File: src/rtl/serial_mult_ctrl.sv
// Sequencer for the SerialMult shift-add multiplier driving an external MQ right-shift register.
// Define FAST_STEP_EN to merge the add and shift phases into a single STEP state.
module serial_mult_ctrl #(
  parameter int unsigned WIDTH = 4
) (
  input  logic               clock,
  input  logic               reset,
  input  logic               start,
  input  logic [WIDTH-1:0]   multiplicand,
  input  logic [WIDTH-1:0]   multiplier,
  output logic               busy,
  output logic               done,
  output logic [2*WIDTH-1:0] product,
  output logic               mq_load,
  output logic [WIDTH-1:0]   mq_load_value,
  output logic               mq_shift,
  output logic               mq_shift_in,
  input  logic [WIDTH-1:0]   mq_q
);

  localparam int CW = (WIDTH > 1) ? $clog2(WIDTH) : 1;
  localparam logic [CW-1:0] LastStep = CW'(WIDTH - 1);

`ifdef FAST_STEP_EN
  typedef enum logic [2:0] {StIdle, StLoad, StStep, StDone} state_e;
`else
  typedef enum logic [2:0] {StIdle, StLoad, StAdd, StShift, StDone} state_e;
`endif

  state_e            state_q;
  logic [WIDTH-1:0]  m_q;
  logic [WIDTH-1:0]  a_q;
  logic [CW-1:0]     count_q;
  logic [WIDTH:0]    sum;
`ifndef FAST_STEP_EN
  logic              c_q;
`endif

  // Conditional add of the multiplicand, one bit wider to keep the carry.
  assign sum = mq_q[0] ? ({1'b0, a_q} + {1'b0, m_q}) : {1'b0, a_q};

  assign mq_load = (state_q == StLoad);
`ifdef FAST_STEP_EN
  assign mq_shift    = (state_q == StStep);
  assign mq_shift_in = (state_q == StStep) & sum[0];
`else
  assign mq_shift    = (state_q == StShift);
  assign mq_shift_in = (state_q == StShift) & a_q[0];
`endif

  always_ff @(posedge clock) begin
    if (reset) begin
      state_q       <= StIdle;
      m_q           <= '0;
      a_q           <= '0;
      count_q       <= '0;
      mq_load_value <= '0;
      product       <= '0;
      busy          <= 1'b0;
      done          <= 1'b0;
`ifndef FAST_STEP_EN
      c_q           <= 1'b0;
`endif
    end else begin
      done <= 1'b0;
      unique case (state_q)
        StIdle: begin
          if (start) begin
            m_q           <= multiplicand;
            mq_load_value <= multiplier;
            a_q           <= '0;
            count_q       <= '0;
            busy          <= 1'b1;
`ifndef FAST_STEP_EN
            c_q           <= 1'b0;
`endif
            state_q       <= StLoad;
          end
        end
`ifdef FAST_STEP_EN
        StLoad: state_q <= StStep;
        StStep: begin
          // Add and shift commit together; sum[0] leaves through mq_shift_in.
          a_q     <= sum[WIDTH:1];
          count_q <= count_q + CW'(1);
          state_q <= (count_q == LastStep) ? StDone : StStep;
        end
`else
        StLoad: state_q <= StAdd;
        StAdd: begin
          if (mq_q[0]) {c_q, a_q} <= sum;
          state_q <= StShift;
        end
        StShift: begin
          a_q     <= {c_q, a_q[WIDTH-1:1]};
          c_q     <= 1'b0;
          count_q <= count_q + CW'(1);
          state_q <= (count_q == LastStep) ? StDone : StAdd;
        end
`endif
        StDone: begin
          product <= {a_q, mq_q};
          done    <= 1'b1;
          busy    <= 1'b0;
          state_q <= StIdle;
        end
        default: state_q <= StIdle;
      endcase
    end
  end

endmodule
File: config.mk
export PLATFORM = sky130hd
export DESIGN_NAME = serial_mult_ctrl
export DESIGN_NICKNAME = d
export VERILOG_FILES = /design/src/rtl/serial_mult_ctrl.sv
export SDC_FILE = /design/constraint.sdc
export NUM_CORES = 1
export LEC_CHECK = 0
export ABC_AREA = 1
export BUFFER_PORTS_ARGS = -buffer_cell sky130_fd_sc_hd__buf_4
export CORE_ASPECT_RATIO = 1.2
export CORE_MARGIN = 3
export CORE_UTILIZATION = 45
export DETAILED_ROUTE_END_ITERATION = 6
export PLACE_DENSITY = 0.72
export SLEW_MARGIN = 20
export SYNTH_ARGS = -nofsm -noshare
export SYNTH_HDL_FRONTEND = slang
export SYNTH_SLANG_ARGS = --single-unit
File: constraint.sdc
create_clock -name clock -period 1.4 [get_ports clock]
set_input_delay 0.28 -clock clock [delete_from_list [all_inputs] [get_ports clock]]
set_output_delay 0.28 -clock clock [all_outputs]
set_load 0.05 [all_outputs]
==> impl_metrics.json <==
{
  "status": "complete, but fails checks",
  "violations": "setup timing",
  "final-setup-viol-count": 1,
  "max-clock-path-buffers": 2,
  "cp.required_ns": 1.12,
  "hp-class": "in2reg",
  "drc": 0,
  "vdd_drop_max_uv": 654,
  "grt_max_degree": 22,
  "maxSlewHeadroom_pct": 86.5,
  "initial_core_util_pct": 48.2,
  "dr.pass1.iters": 4,
  "synthToLayoutAreaGrowth_pct": 41.4,
  "worstMarginPinSlew_ns": 0.201,
  "postRouteAntennaNets": 0,
  "crit_type": "reg2out",
  "clock-root-buffer": "clkbuf_4",
  "start_kind": "flip-flop",
  "rows": 20,
  "cp_max_fo": 3,
  "synth_nets": 184,
  "grt_pass1_vias": 1217,
  "vias_per_cell": 4.93,
  "multiInputGateArea_um2": 642,
  "cts_sinks": 28,
  "htreeDepth": 1,
  "portBuffers": 31,
  "die_y_um": 63.5,
  "yosysSeqAreaShare_pct": 45.2,
  "post-route-period-util_pct": 103,
  "leakage_uw": 0.000797,
  "fillers": 215,
  "holdBufCountCts": 0,
  "grt_setup_unrepaired": "true",
  "grt_overflow_total": 0,
  "hold_viol_final": 0,
  "drt-total-wl_um": 2980,
  "cp_common_cell": "buf_6",
  "synth_seq_cells": 28,
  "cts_inserted_buffers": 3,
  "dieArea_um2": 3430,
  "netlist_instances": 163,
  "gp_congestion": 0.844,
  "fin_crit_ns": 1.44,
  "worst_path_max_delay_cell": "dfxtp_2",
  "drive_above_1_share_pct": 33.7,
  "p_per_area_nw_per_um2": 963,
  "netlist_area_um2": 1240,
  "final_nets": 231,
  "yosys_warnings": 0,
  "drt_iter0_drc": 18,
  "crit_chain": "buf_6 -> nor3_4 -> buf_6",
  "wl_per_cell_um": 12.3,
  "insertedDiodeCount": 0,
  "vias": 1188,
  "clock_skew_ns": 0.00294,
  "path_delay_family": "flip-flops",
  "grt_pass1_wl_um": 5060,
  "netlist-cell-type-count": 23,
  "grt_usage_pct": 19.2,
  "critPathBufInv": 2,
  "pin_count": 32,
  "critPathArrivalTime_ns": 1.16,
  "maxCapViolCount": 0,
  "avgSynthCellArea_um2": 7.61,
  "worstSetupEndpointType": "output pin",
  "register_area_um2": 569,
  "die_x_um": 53.9,
  "final_common_cell": "buf_4",
  "slew_viol_final": 0,
  "coreArea_um2": 2580,
  "antenna_found_initial": 0,
  "cts_tree": "yes",
  "layout_setup_ws_ns": -0.0366,
  "totalPowerFinal_uw": 1690,
  "dpl.hpwl_um": 2070,
  "clkTransAtPathRegs_ns": 0.14,
  "fmax_mhz": 696,
  "max_stage_delay_ns": 0.37,
  "fin_util_pct": 68.1,
  "layout_common_cells": "buf_4 (40), dfxtp_1 (23), nor2_1 (22)",
  "clk_latency_ns": 0.32
}
-- state kept, by name, indices dropped and copies added, names as in the netlist --
signal         flops
m_q                4
done               1
busy               1
product            8
state_q            3
c_q                1
a_q                4
mq_load_value      4
count_q            2
-- metal layers --
metal	GRT usage, %	part of all wire, %	up-vias
met4	8.63	1.5	0
met1	22.9	44	535
met5	0	0	-
met2	32.4	50	30
met3	3.07	4.7	5
li1	-	-	618
-- timing repair --
item	4_1_cts	5_1_grt
buffers inserted	3	3
pin swaps	2	3
endpoints found under the setup margin	5	15
resized for setup	16	13
gates cloned	0	0
-- final timing paths --
kind | endpoint | slack (ns) | startpoint | cells past startpoint
setup reg to reg | c_q | 0.01 | m_q[0] | 7
hold reg to reg | mq_load_value[3] | 0.45 | mq_load_value[3] | 2
setup / recovery | mq_load | -0.04 | state_q[1] | 3
hold / removal | state_q[0] | 0.16 | reset | 2
-- cell families after synthesis --
kind of cell             Yosys count  share of synthesized area, %
adder cells (fa/ha/maj)            6                          6.65
AO/OA/AOI/OAI                     39                          16.2
XOR/XNOR                           1                         0.706
buffers and inverters             29                          9.58
flip-flops                        28                          45.2
AND/OR/NAND/NOR                   60                          21.7
-- area by class of cell --
cell class / count / area share [%]
Clock buffer: 3 / 1.28
Multi-Input combinational cell: 106 / 36.6
Timing Repair Buffer: 46 / 21.9
Tap cell: 33 / 2.35
Inverter: 25 / 5.49
Sequential cell: 28 / 32.4
-- per-stage QoR --
| stage | area, µm² | hold WS (ns) | worst slack (ns) | std cells | setup TNS (ns) |
|---|---|---|---|---|---|
| 3_5_place_dp | 1580 | 0.440 | -0.0820 | 232 | -0.110 |
| 6_report | 1760 | 0.158 | -0.0366 | 241 | -0.0366 |
| 4_1_cts | 1680 | 0.146 | -0.0448 | 238 | -0.0609 |
| 5_1_grt | 1760 | 0.148 | -0.0889 | 241 | -0.343 |
| 3_3_place_gp | 1580 | 0.433 | -0.0224 | 232 | -0.0224 |
| 2_1_floorplan | 1250 | 0.349 | -0.0470 | 163 | -0.123 |
-- cells in the mapped netlist, drive strengths merged --
library cell	count	share of area, %
dfxtp	28	45
inv	25	7.6
nor2	25	8.2
nand2	21	6.4
a21oi	19	8.0
o21ai	18	7.3
nand3	6	3.2
ha	5	5.0
buf	3	1.7
nor3	3	1.2
nand3b	2	1.2
nand4	2	1.0
o22ai	2	1.0
clkbuf	1	0.30
fa	1	1.6
nor4	1	0.50
xor2	1	0.71
-- power by group --
part | internal, µW | switching [µW] | total [µW]
registers | 853 | 37.3 | 890
logic | 189 | 287 | 475
clock network | 101 | 225 | 325
total | 1140 | 548 | 1690
No activity file was read; power rests on OpenSTA's default activity.
